===== config.mk =====
export PLATFORM = sky130hd
export DESIGN_NAME = vertex_loader
export DESIGN_NICKNAME = d
export VERILOG_FILES = /design/src/rtl/raster_pkg.sv /design/src/rtl/vertex_loader_sync_edge.sv /design/src/rtl/vertex_loader.sv
export SDC_FILE = /design/constraint.sdc
export NUM_CORES = 1
export LEC_CHECK = 0
export ABC_CLOCK_PERIOD_IN_PS = 2200
export BUFFER_PORTS_ARGS = -buffer_cell sky130_fd_sc_hd__buf_2
export CAP_MARGIN = 20
export CORE_UTILIZATION = 57
export DETAILED_ROUTE_END_ITERATION = 16
export GPL_ROUTABILITY_DRIVEN = 0
export PLACE_DENSITY = 0.78
export SLEW_MARGIN = 20
export SYNTH_ARGS = -nofsm -noshare
export SYNTH_HDL_FRONTEND = slang
export SYNTH_HIERARCHICAL = 1
export SYNTH_SLANG_ARGS = --single-unit

===== constraint.sdc =====
create_clock -name clk -period 2.2 [get_ports clk]
set_input_delay 0.22 -clock clk [delete_from_list [all_inputs] [get_ports clk]]
set_output_delay 0.22 -clock clk [all_outputs]
set_load 0.01 [all_outputs]

===== src/rtl/raster_pkg.sv =====
// Shared raster constants: default vertex widths, host byte sequence length and byte indices.
// VTX_COLOR_EN adds a seventh byte (the triangle colour) to the sequence.
package raster_pkg;
  localparam int unsigned DEF_X_W = 7;
  localparam int unsigned DEF_Y_W = 6;
  localparam int unsigned COLOR_W = 6;
  localparam int unsigned PTR_W   = 3;

`ifdef VTX_COLOR_EN
  localparam int unsigned SEQ_LEN = 7;
`else
  localparam int unsigned SEQ_LEN = 6;
`endif

  localparam int unsigned IDX_V0X   = 0;
  localparam int unsigned IDX_V0Y   = 1;
  localparam int unsigned IDX_V1X   = 2;
  localparam int unsigned IDX_V1Y   = 3;
  localparam int unsigned IDX_V2X   = 4;
  localparam int unsigned IDX_V2Y   = 5;
  localparam int unsigned IDX_COLOR = 6;
endpackage


===== src/rtl/vertex_loader_sync_edge.sv =====
// Multi-flop synchronizer for an asynchronous pin, with a rising-edge detect on the synced level.
module sync_edge #(
  parameter int unsigned STAGES = 2
) (
  input  logic clk,
  input  logic rst_n,
  input  logic async_in,
  output logic level,
  output logic rise_c
);
  logic [STAGES-1:0] sync_q, sync_d;
  logic              prev_q, prev_d;

  // Shift the pin through the chain; remember last synced level for edge detect.
  always_comb begin
    sync_d = {sync_q[STAGES-2:0], async_in};
    prev_d = sync_q[STAGES-1];
  end

  // Synchronizer and edge-history flops.
  always_ff @(posedge clk or negedge rst_n) begin
    if (!rst_n) begin
      sync_q <= '0;
      prev_q <= 1'b0;
    end else begin
      sync_q <= sync_d;
      prev_q <= prev_d;
    end
  end

  assign level  = sync_q[STAGES-1];
  assign rise_c = level & ~prev_q;
endmodule


===== src/rtl/vertex_loader.sv =====
// Triangle vertex loader: host bytes -> staging -> ready -> active (swapped only on frame commit).
// VTX_COLOR_EN adds a 6-bit RRGGBB colour byte and the tri_color output.
module vertex_loader
  import raster_pkg::*;
#(
  parameter int unsigned X_W         = DEF_X_W,
  parameter int unsigned Y_W         = DEF_Y_W,
  parameter int unsigned SYNC_STAGES = 2
) (
  input  logic             clk,
  input  logic             rst_n,
  input  logic [7:0]       data_in,
  input  logic             strobe,
  input  logic             seq_clr,
  input  logic             frame_commit,
  output logic [X_W-1:0]   v0_x,
  output logic [X_W-1:0]   v1_x,
  output logic [X_W-1:0]   v2_x,
  output logic [Y_W-1:0]   v0_y,
  output logic [Y_W-1:0]   v1_y,
  output logic [Y_W-1:0]   v2_y,
  output logic             vtx_ready,
  output logic [PTR_W-1:0] load_ptr
`ifdef VTX_COLOR_EN
  ,
  output logic [COLOR_W-1:0] tri_color
`endif
);
  typedef struct packed {
    logic [X_W-1:0] v0_x;
    logic [Y_W-1:0] v0_y;
    logic [X_W-1:0] v1_x;
    logic [Y_W-1:0] v1_y;
    logic [X_W-1:0] v2_x;
    logic [Y_W-1:0] v2_y;
`ifdef VTX_COLOR_EN
    logic [COLOR_W-1:0] color;
`endif
  } vset_t;

  vset_t            stage_q, stage_d;
  vset_t            ready_q, ready_d;
  vset_t            active_q, active_d;
  logic             vtx_ready_q, vtx_ready_d;
  logic [PTR_W-1:0] ptr_q, ptr_d;
  logic             complete_c;
  logic             wr_pulse;
  logic             clr_lvl;
  logic             unused_strobe_lvl;
  logic             unused_clr_rise;
  logic             unused_data_bits;

  sync_edge #(.STAGES(SYNC_STAGES)) u_strobe_sync (
    .clk      (clk),
    .rst_n    (rst_n),
    .async_in (strobe),
    .level    (unused_strobe_lvl),
    .rise_c   (wr_pulse)
  );

  sync_edge #(.STAGES(SYNC_STAGES)) u_clr_sync (
    .clk      (clk),
    .rst_n    (rst_n),
    .async_in (seq_clr),
    .level    (clr_lvl),
    .rise_c   (unused_clr_rise)
  );

  assign unused_data_bits = ^data_in;

  // Byte capture, pointer advance, completion, ready/active hand-off.
  always_comb begin
    stage_d    = stage_q;
    ready_d    = ready_q;
    active_d   = active_q;
    ptr_d      = ptr_q;
    complete_c = 1'b0;

    if (clr_lvl) begin
      ptr_d = '0;
    end else if (wr_pulse) begin
      case (ptr_q)
        PTR_W'(IDX_V0X):   stage_d.v0_x  = data_in[X_W-1:0];
        PTR_W'(IDX_V0Y):   stage_d.v0_y  = data_in[Y_W-1:0];
        PTR_W'(IDX_V1X):   stage_d.v1_x  = data_in[X_W-1:0];
        PTR_W'(IDX_V1Y):   stage_d.v1_y  = data_in[Y_W-1:0];
        PTR_W'(IDX_V2X):   stage_d.v2_x  = data_in[X_W-1:0];
        PTR_W'(IDX_V2Y):   stage_d.v2_y  = data_in[Y_W-1:0];
`ifdef VTX_COLOR_EN
        PTR_W'(IDX_COLOR): stage_d.color = data_in[COLOR_W-1:0];
`endif
        default: ;
      endcase
      if (ptr_q == PTR_W'(SEQ_LEN - 1)) begin
        ptr_d      = '0;
        complete_c = 1'b1;
      end else begin
        ptr_d = ptr_q + PTR_W'(1);
      end
    end

    // stage_d already includes the final byte, so the whole set moves at once.
    if (complete_c) ready_d = stage_d;
    // Active takes the previously completed set; a same-cycle completion waits for the next commit.
    if (frame_commit && vtx_ready_q) active_d = ready_q;
    vtx_ready_d = complete_c | (vtx_ready_q & ~frame_commit);
  end

  // State registers.
  always_ff @(posedge clk or negedge rst_n) begin
    if (!rst_n) begin
      stage_q     <= '0;
      ready_q     <= '0;
      active_q    <= '0;
      vtx_ready_q <= 1'b0;
      ptr_q       <= '0;
    end else begin
      stage_q     <= stage_d;
      ready_q     <= ready_d;
      active_q    <= active_d;
      vtx_ready_q <= vtx_ready_d;
      ptr_q       <= ptr_d;
    end
  end

  assign v0_x      = active_q.v0_x;
  assign v0_y      = active_q.v0_y;
  assign v1_x      = active_q.v1_x;
  assign v1_y      = active_q.v1_y;
  assign v2_x      = active_q.v2_x;
  assign v2_y      = active_q.v2_y;
  assign vtx_ready = vtx_ready_q;
  assign load_ptr  = ptr_q;
`ifdef VTX_COLOR_EN
  assign tri_color = active_q.color;
`endif
endmodule

==> results.toml, run 1 <==
[route]
dr.pass1.iters = 4
route.antenna.remaining_nets = 0
wl_per_cell_um = 17.3
drc_errors = 0
vias = 2465
wirelength_mm = 8.03
viasPerCell = 5.31
initialDrtViolationCount = 74

[pwr]
swShare_pct = 20.7
p_total_mw = 5.19
p_leak_nw = 2.92
sequentialPowerShare_pct = 45.8
p_clk_share_pct = 50.2
p_switching_mw = 1.07
powerDensity_nw_per_um2 = 909
internal-power_mw = 4.12
ir_drop_mv = 0.660
comb_power_share_pct = 4.0

[timing]
relSlewSlack_pct = 66.1
fin_setup_tns_ps = 0
fin_crit_ps = 1780
fmax_ghz = 0.561
worstMarginPinSlew_ps = 509
finalCritPeriodShare_pct = 81.0
finalHoldViolCount = 0
rsz0062_at_grt = "false"
setup_slack_ps = 419
drv_slew = 0
fin_skew_ps = 9.56
hold_ws_ps = 88.8
setup_violations = 0

[yosys]
syn_nets = 290
yosysWarnings = 6
syn_area_per_cell_um2 = 17.2
synth_area_um2 = 4730
netlist_instances = 275

[floorplanning]
dieArea_um2 = 8680
start_util_pct = 60.0
die_x_um = 93.1
core_area_um2 = 7890
dieHeight_um = 93.1
ioPinCount = 56
fp-row-count = 32

[cts]
htree_levels = 4
cts_root_buf = "clkbuf_8"
cts_tree = "built"
clk_pin_slew_ps = 50
clock_latency_ps = 500
clk_path_buf_depth = 2
cts_made_buffers = 17
clock-sinks = 120
postCtsSetupBuffers = 0

[finish]
final_cell_area_um2 = 5710
nNetsFinal = 364
utilization_pct = 72.4
seq_area_um2 = 3000
drive_above_1_share_pct = 56.6
nFillCells = 487
diodes = 0
fin_cells = 464
area_growth_pct = 20.6
multiInputGateArea_um2 = 1620

[placed_design]
placed_cell_area_um2 = 5090
dp_hpwl_mm = 4.96
place.port_buffers = 54
placedCellCount = 427
post-place-ws_ps = 443

[grt]
grt_overflow = 0
first_global_vias = 2681
grt.met2_usage_pct = 33.9
grt_use_met1_pct = 27.2
grt_max_degree = 52
antenna_found_initial = 0
grt_use_total_pct = 21.0
use_met3_pct = 6.83
gr-max-usage-layer = "met2"
grt_pass1_wl_mm = 13.4

[worst_hold_path]
hp-class = "primary input to flop"
whs_path_depth = 2

[worst_setup_path]
critPathCaptureType = "flop"
cp.arrival_ps = 2160
crit_fanout = 7
startpoint_type = "flop"
crit_type = "flop to flop"
rr_worst_depth = 4
required_ps = 2580

[job]
cap_violations = 0

[status]
status = "finished clean"
layer usage:
layer	vias to the layer above	routed length (um)
met5	-	0
met1	1289	3660
met4	0	74
met2	47	4030
li1	1123	-
met3	6	263
layout by cell type, fill, tap and decap left out:
cell and instances:
mux2_4 33, a211o_1 1, nor2b_2 2, clkinv_2 4, nor2_1 4, clkbuf_1 4, xnor2_1 1, a21oi_1 1
dfrtp_1 120, dlygate4sd3_1 5, clkbuf_8 4, mux2_2 80, ha_1 2, clkbuf_16 16, inv_1 3, nor2b_4 1
mux2_1 4, nand2_1 7, nor3b_2 1, buf_2 53, and3_2 1, and2_1 1, a21o_1 1, clkinvlp_4 2
nand3b_1 1, nand3_1 1, buf_4 4, buf_12 2, mux2i_1 1, bufinv_16 2
power groups by stage:
| stage | clock network, mW | logic [mW] | registers (mW) |
|---|---|---|---|
| floorplan | 0 | 0.113 | 2.39 |
| global placement | 0 | 0.194 | 2.40 |
| detailed placement | 0 | 0.203 | 2.41 |
| CTS | 2.64 | 0.214 | 2.38 |
| global route | 2.75 | 0.232 | 2.39 |
| finish | 2.61 | 0.208 | 2.38 |
timing repair:
item,4_1_cts,5_1_grt
hold buffers,5,0
resized for setup,0,0
hold endpoints to repair,41,0
sequential cells by signal, summed over array words and instances, names as in the netlist:
name / flops
u_clr_sync/sync_q: 2
u_strobe_sync/prev_q: 1
vtx_ready: 1
load_ptr: 3
v1_x: 7
v0_x: 7
ready_q: 39
v2_y: 6
v0_y: 6
v2_x: 7
u_strobe_sync/sync_q: 2
v1_y: 6
stage_q: 33
area by class of cell:
cell class | count | share of cell area [%]
flip-flops and latches | 120 | 52.6
repair buffers | 64 | 6.75
clock buffers | 24 | 8.24
well taps | 102 | 2.23
multi-input cells | 143 | 28.3
clock inverters | 8 | 1.67
inverters | 3 | 0.197
critical path, stage by stage (launching register included):
cell      delay (ps)
dfrtp_1          390
nor2b_4          170
nor3b_2          250
nand3b_1         400
mux2_1           460
path summary, 6_finish.rpt:
path                       slack (ps)                             end                      startpoint
max reg2reg                       420           stage_q[22]$_DFF_PN0_  u_strobe_sync/prev_q$_DFF_PN0_
max                               420           stage_q[22]$_DFF_PN0_  u_strobe_sync/prev_q$_DFF_PN0_
min reg2reg                       350  u_clr_sync/sync_q[1]$_DFF_PN0_  u_clr_sync/sync_q[0]$_DFF_PN0_
min                                90           stage_q[23]$_DFF_PN0_                      data_in[4]
max in group asynchronous        1160             v1_y[1]$_DFFE_PN0P_                           rst_n
min in group asynchronous         220          ready_q[3]$_DFFE_PN0P_                           rst_n
No activity file was read; power rests on OpenSTA's default activity.
==> inputs of run 2 (changes only) <==
--- a/config.mk
+++ b/config.mk
@@ -5,7 +5,7 @@
 export SDC_FILE = /design/constraint.sdc
 export NUM_CORES = 1
 export LEC_CHECK = 0
-export ABC_CLOCK_PERIOD_IN_PS = 2200
+export ABC_CLOCK_PERIOD_IN_PS = 1700
 export BUFFER_PORTS_ARGS = -buffer_cell sky130_fd_sc_hd__buf_2
 export CAP_MARGIN = 20
 export CORE_UTILIZATION = 57
==> constraint.sdc (replaced) <==
create_clock -name clk -period 1.7 [get_ports clk]
set_input_delay 0.17 -clock clk [delete_from_list [all_inputs] [get_ports clk]]
set_output_delay 0.17 -clock clk [all_outputs]
set_load 0.01 [all_outputs]
==> results.toml, run 2 (same netlist as run 1, synthesis figures left out) <==
[status]
status = "finished clean"

[worst_hold_path]
hp-class = "primary input to flop"

[timing]
fin_skew_ps = 3.74
drv_slew = 0
finalHoldViolCount = 0
relSlewSlack_pct = 74.4
setup_slack_ps = 100
rsz0062_at_grt = "false"
worstMarginPinSlew_ps = 384
fmax_ghz = 0.625
fin_crit_ps = 1600
setup_violations = 0
finalCritPeriodShare_pct = 94.1
fin_setup_tns_ps = 0

[cts]
cts_made_buffers = 17
htree_levels = 4
cts_root_buf = "clkbuf_8"
clk_pin_slew_ps = 60
cts_tree = "built"
clk_path_buf_depth = 2
clock-sinks = 120
clock_latency_ps = 510

[pwr]
p_total_mw = 7.06
ir_drop_mv = 0.796
powerDensity_nw_per_um2 = 1200
p_leak_nw = 3.00

[finish]
drive_above_1_share_pct = 58.6
final_cell_mix = "dfrtp_1 (120), mux2_2 (80), buf_2 (53), mux2_4 (33), clkbuf_16 (16)"
multiInputGateArea_um2 = 1620
reg.largest.list = "ready_q x39, stage_q x33"
largest_register_ffs = 39
nFillCells = 474
final_common_cell = "dfrtp_1"
regMostFlops = "ready_q"
area_growth_pct = 24.3
seq_area_um2 = 3000
utilization_pct = 74.6
nNetsFinal = 374
diodes = 0

[grt]
grt_pass1_wl_mm = 14.2
grt_max_degree = 74
grt_use_total_pct = 22.6
antenna_found_initial = 0
grt_overflow = 0
first_global_vias = 2723

[route]
vias = 2527
wl_per_cell_um = 17.9
route.antenna.remaining_nets = 0
initialDrtViolationCount = 103
drc_errors = 0
dr.pass1.iters = 4
viasPerCell = 5.33
wirelength_mm = 8.49

[worst_setup_path]
cp.arrival_ps = 2000
critPathCaptureType = "flop"
crit_fanout = 8
startpoint_type = "flop"
required_ps = 2100
crit_type = "flop to flop"

[placed_design]
post-place-ws_ps = 82.7
dp_hpwl_mm = 4.94
place.port_buffers = 54

[floorplanning]
die_x_um = 93.1
dieArea_um2 = 8680
fp-row-count = 32
start_util_pct = 60.0
core_area_um2 = 7890
ioPinCount = 56
dieHeight_um = 93.1

[job]
cap_violations = 0
-- run 2: cell count changes in the layout (fill, tap and decap cells not counted), sizes merged --
cell / before / now
buf: 59 / 67
clkbuf: 24 / 17
inv: 3 / 6
bufinv: 2 / 4
clkinvlp: 2 / 4
dlygate4sd3: 5 / 7
-- run 2: worst max-delay path: stages (launching register included) --
cell     delay [ps]
dfrtp_1         390
nor2b_4         130
nor2b_2         160
and3_2          250
buf_4           210
mux2_2          350
-- run 2: worst paths after layout --
kind                       cells past startpoint  slack [ps]                              start                                 to
min in group asynchronous                      3         200                              rst_n                v0_x[3]$_DFFE_PN0P_
max                                            5         100     u_strobe_sync/prev_q$_DFF_PN0_            ready_q[12]$_DFFE_PN0P_
min                                            2          20                         data_in[3]              stage_q[22]$_DFF_PN0_
min reg2reg                                    0         350  u_strobe_sync/sync_q[0]$_DFF_PN0_  u_strobe_sync/sync_q[1]$_DFF_PN0_
max reg2reg                                    5         100     u_strobe_sync/prev_q$_DFF_PN0_            ready_q[12]$_DFFE_PN0P_
max in group asynchronous                      3        1050                              rst_n                v2_y[4]$_DFFE_PN0P_
-- run 2: layout make-up --
class                           count  area share [%]
Tap cell                          102            2.17
Clock inverter                     15            3.40
Multi-Input combinational cell    143            27.5
Timing Repair Buffer               74            8.61
Inverter                            3           0.191
Sequential cell                   120            51.0
Clock buffer                       17            7.04
-- run 2: power by group --
group          leakage [nW]  switching, mW  internal, mW
logic                  1.12          0.139         0.153
registers              1.59         0.0746          3.00
clock network         0.291           1.31          2.38
-- run 2: metrics by stage --
stage,hold WS (ps),instance area (um2),cells
CTS,8.36,5880,474
global placement,-22.6,5190,435
global route,10.2,5880,474
floorplan,-126,4730,275
finish,21.0,5880,474
detailed placement,-23.7,5190,435
-- run 2: what timing repair did --
| item | 4_1_cts | 5_1_grt |
|---|---|---|
| endpoints found under the hold margin | 127 | 0 |
| resized for setup | 0 | 2 |
| setup buffers | 0 | 0 |
| endpoints found under the setup margin | 0 | 5 |
| hold buffers | 7 | 0 |
-- run 2: layer usage --
metal | GRT usage, % | vias to the layer above | wire length (um)
li1 | - | 1134 | -
met1 | 29.5 | 1320 | 3820
met2 | 35.0 | 57 | 4170
met3 | 7.15 | 16 | 317
met4 | 9.74 | 0 | 176
met5 | 0 | - | 0
==> inputs of run 3 (changes only) <==
--- a/config.mk
+++ b/config.mk
@@ -15,5 +15,4 @@
 export SLEW_MARGIN = 20
 export SYNTH_ARGS = -nofsm -noshare
 export SYNTH_HDL_FRONTEND = slang
-export SYNTH_HIERARCHICAL = 1
 export SYNTH_SLANG_ARGS = --single-unit
==> results.toml, run 3 <==
[status]
status = "finished with violations"
violations = "negative setup slack"

[placed_design]
post-place-ws_ps = -48.6
dp_hpwl_mm = 5.15
placed_cell_area_um2 = 5140
place.port_buffers = 54

[yosys]
yosys-top-cells-count = "dfrtp_1 (120), mux2_2 (87), o21ai_0 (13)"
ys_seq_elements = 120
netlist_instances = 300
synth_area_um2 = 4590
async_flop_share_pct = 100
synth.top_cells.by_area = "dfrtp_1 (65%), mux2_2 (21%), o21ai_0 (1.4%)"
syn_area_per_cell_um2 = 15.3
syn_nets = 315
ys_seq_area_share_pct = 65.4
synthFlopType = "dfrtp_1"
netlist.top_cell.by_area = "dfrtp_1"
synth.most_common_cell = "dfrtp_1"
synth.top_cell.area_share_pct = 65.4
yosysUniqueCellTypes = 29
yosysWarnings = 0
synth_edf_count = 0

[cts]
cts_tree = "built"
clk_path_buf_depth = 2
cts_made_buffers = 17
htree_levels = 4
cts_root_buf = "clkbuf_8"
clock_latency_ps = 520
clk_pin_slew_ps = 60
clock-sinks = 120

[route]
viasPerCell = 5.52
vias = 2771
initialDrtViolationCount = 165
route.antenna.remaining_nets = 0
drc_errors = 0
dr.pass1.iters = 4
wirelength_mm = 9.59
wl_per_cell_um = 19.1

[floorplanning]
start_util_pct = 59.1
core_area_um2 = 7770
ioPinCount = 56
die_x_um = 91.7
dieArea_um2 = 8410
dieHeight_um = 91.7
fp-row-count = 32

[timing]
fin_setup_tns_ps = -88.9
finalCritPeriodShare_pct = 101
fin_crit_ps = 1720
fmax_ghz = 0.583
fin_skew_ps = 8.18
setup_violations = 7
rsz0062_at_grt = "true"
relSlewSlack_pct = 66.7
drv_slew = 0
hold_ws_ps = 29.0
setup_slack_ps = -16.7
worstMarginPinSlew_ps = 500
finalHoldViolCount = 0

[finish]
final_cell_area_um2 = 5970
drive_above_1_share_pct = 55.0
largest_register_ffs = 39
final_common_cell = "dfrtp_1"
reg.largest.list = "ready_q x39, stage_q x33"
nFillCells = 470
regMostFlops = "ready_q"
diodes = 0
area_growth_pct = 30.1
nNetsFinal = 402
final_cell_mix = "dfrtp_1 (118), mux2_2 (81), buf_2 (53), buf_4 (17), clkbuf_16 (16)"

[worst_setup_path]
critPathMaxStageDelay_ps = 400
reg2reg_to = "stage_q[11]$_DFF_PN0_"
required_ps = 2090
crit_fanout = 14
crit_path_top_delay_cell = "dfrtp_1"
critPathCaptureType = "flop"
r2r_slack_ps = -20
cp.arrival_ps = 2110
crit_type = "flop to flop"
startpoint_type = "flop"
startpoint = "load_ptr[1]$_DFFE_PN0P_"
path_cells = "buf_4 > nor3b_4 > or3b_1 > buf_6 > mux2_4"
r2r_start = "load_ptr[1]$_DFFE_PN0P_"
rr_worst_depth = 5
cp-endpoint = "stage_q[11]$_DFF_PN0_"

[worst_hold_path]
hp-class = "primary input to flop"

[pwr]
p_leak_nw = 2.99
p_total_mw = 7.45
ir_drop_mv = 0.854
powerDensity_nw_per_um2 = 1250

[grt]
grt_pass1_wl_mm = 15.7
grt_use_total_pct = 25.5
grt_max_degree = 46
antenna_found_initial = 0
first_global_vias = 2992
grt_overflow = 0

[job]
cap_violations = 0
==> run 3: cell type report <==
type	count	area (um2)	share of cell area, %
Sequential cell	120	3010	50.3
Multi-Input combinational cell	156	1560	26.1
Timing Repair Buffer	83	577	9.66
Clock buffer	17	414	6.94
Clock inverter	15	249	4.17
Tap cell	102	128	2.14
Inverter	9	36.3	0.608
==> run 3: kinds of logic (layout without fill, tap and decap cells) <==
group	Yosys count	in the layout	share of synthesized area [%]
AOI/OAI and AO/OA	29	29	4.23
adders and majority gates	2	2	0.545
DFF	120	120	65.4
buffers and inverters	24	124	2.43
muxes	93	93	23.0
xor gates and xnor gates	1	1	0.191
and+or+nand+nor	31	31	4.12
==> run 3: power by group <==
| group | leakage (nW) | switching, mW | internal (mW) |
|---|---|---|---|
| clock network | 0.318 | 1.30 | 2.68 |
| registers | 1.58 | 0.0922 | 3.02 |
| logic | 1.10 | 0.170 | 0.188 |
| total | 2.99 | 1.56 | 5.89 |
==> run 3: critical path: cells and delay by family (launching register included) <==
family                 cells  cell delay [ps]
muxes                      1              300
DFF                        1              400
buffers and inverters      2              320
and+or+nand+nor            2              560
==> run 3: how the worst min path moves through the flow <==
stage	startpoint	endpoint	slack (ps)	cells past startpoint
final	data_in[0]	stage_q[32]$_DFF_PN0_	30	2
after global placement	rst_n	v1_x[3]$_DFFE_PN0P_	160	1
after floorplan	rst_n	load_ptr[0]$_DFFE_PN0P_	-130	0
after CTS	data_in[2]	stage_q[21]$_DFF_PN0_	7	2
after detailed placement	rst_n	ready_q[22]$_DFFE_PN0P_	170	1
after global routing	data_in[2]	stage_q[28]$_DFF_PN0_	30	2
==> run 3: repair_timing <==
item / CTS / global route
hold buffers: 5 / 0
buffers inserted: 3 / 2
setup endpoints to repair: 36 / 32
gates resized for setup: 11 / 10
gates cloned: 0 / 0
endpoints found under the hold margin: 91 / 0
pin swaps: 2 / 3
==> run 3: metrics by stage <==
step / utilization (%) / instances
5_1_grt: 76.9 / 502
3_5_place_dp: 66.2 / 460
3_3_place_gp: 66.2 / 460
6_report: 76.9 / 502
2_1_floorplan: - / 300
4_1_cts: 76.0 / 500
==> run 3: layer usage <==
metal / share of wire [%] / track usage (%) / routed length [um]
met5: 0 / 0 / 0
met4: 2.0 / 10.9 / 191
met3: 3.8 / 6.30 / 368
met2: 51 / 42.0 / 4910
met1: 43 / 32.5 / 4120
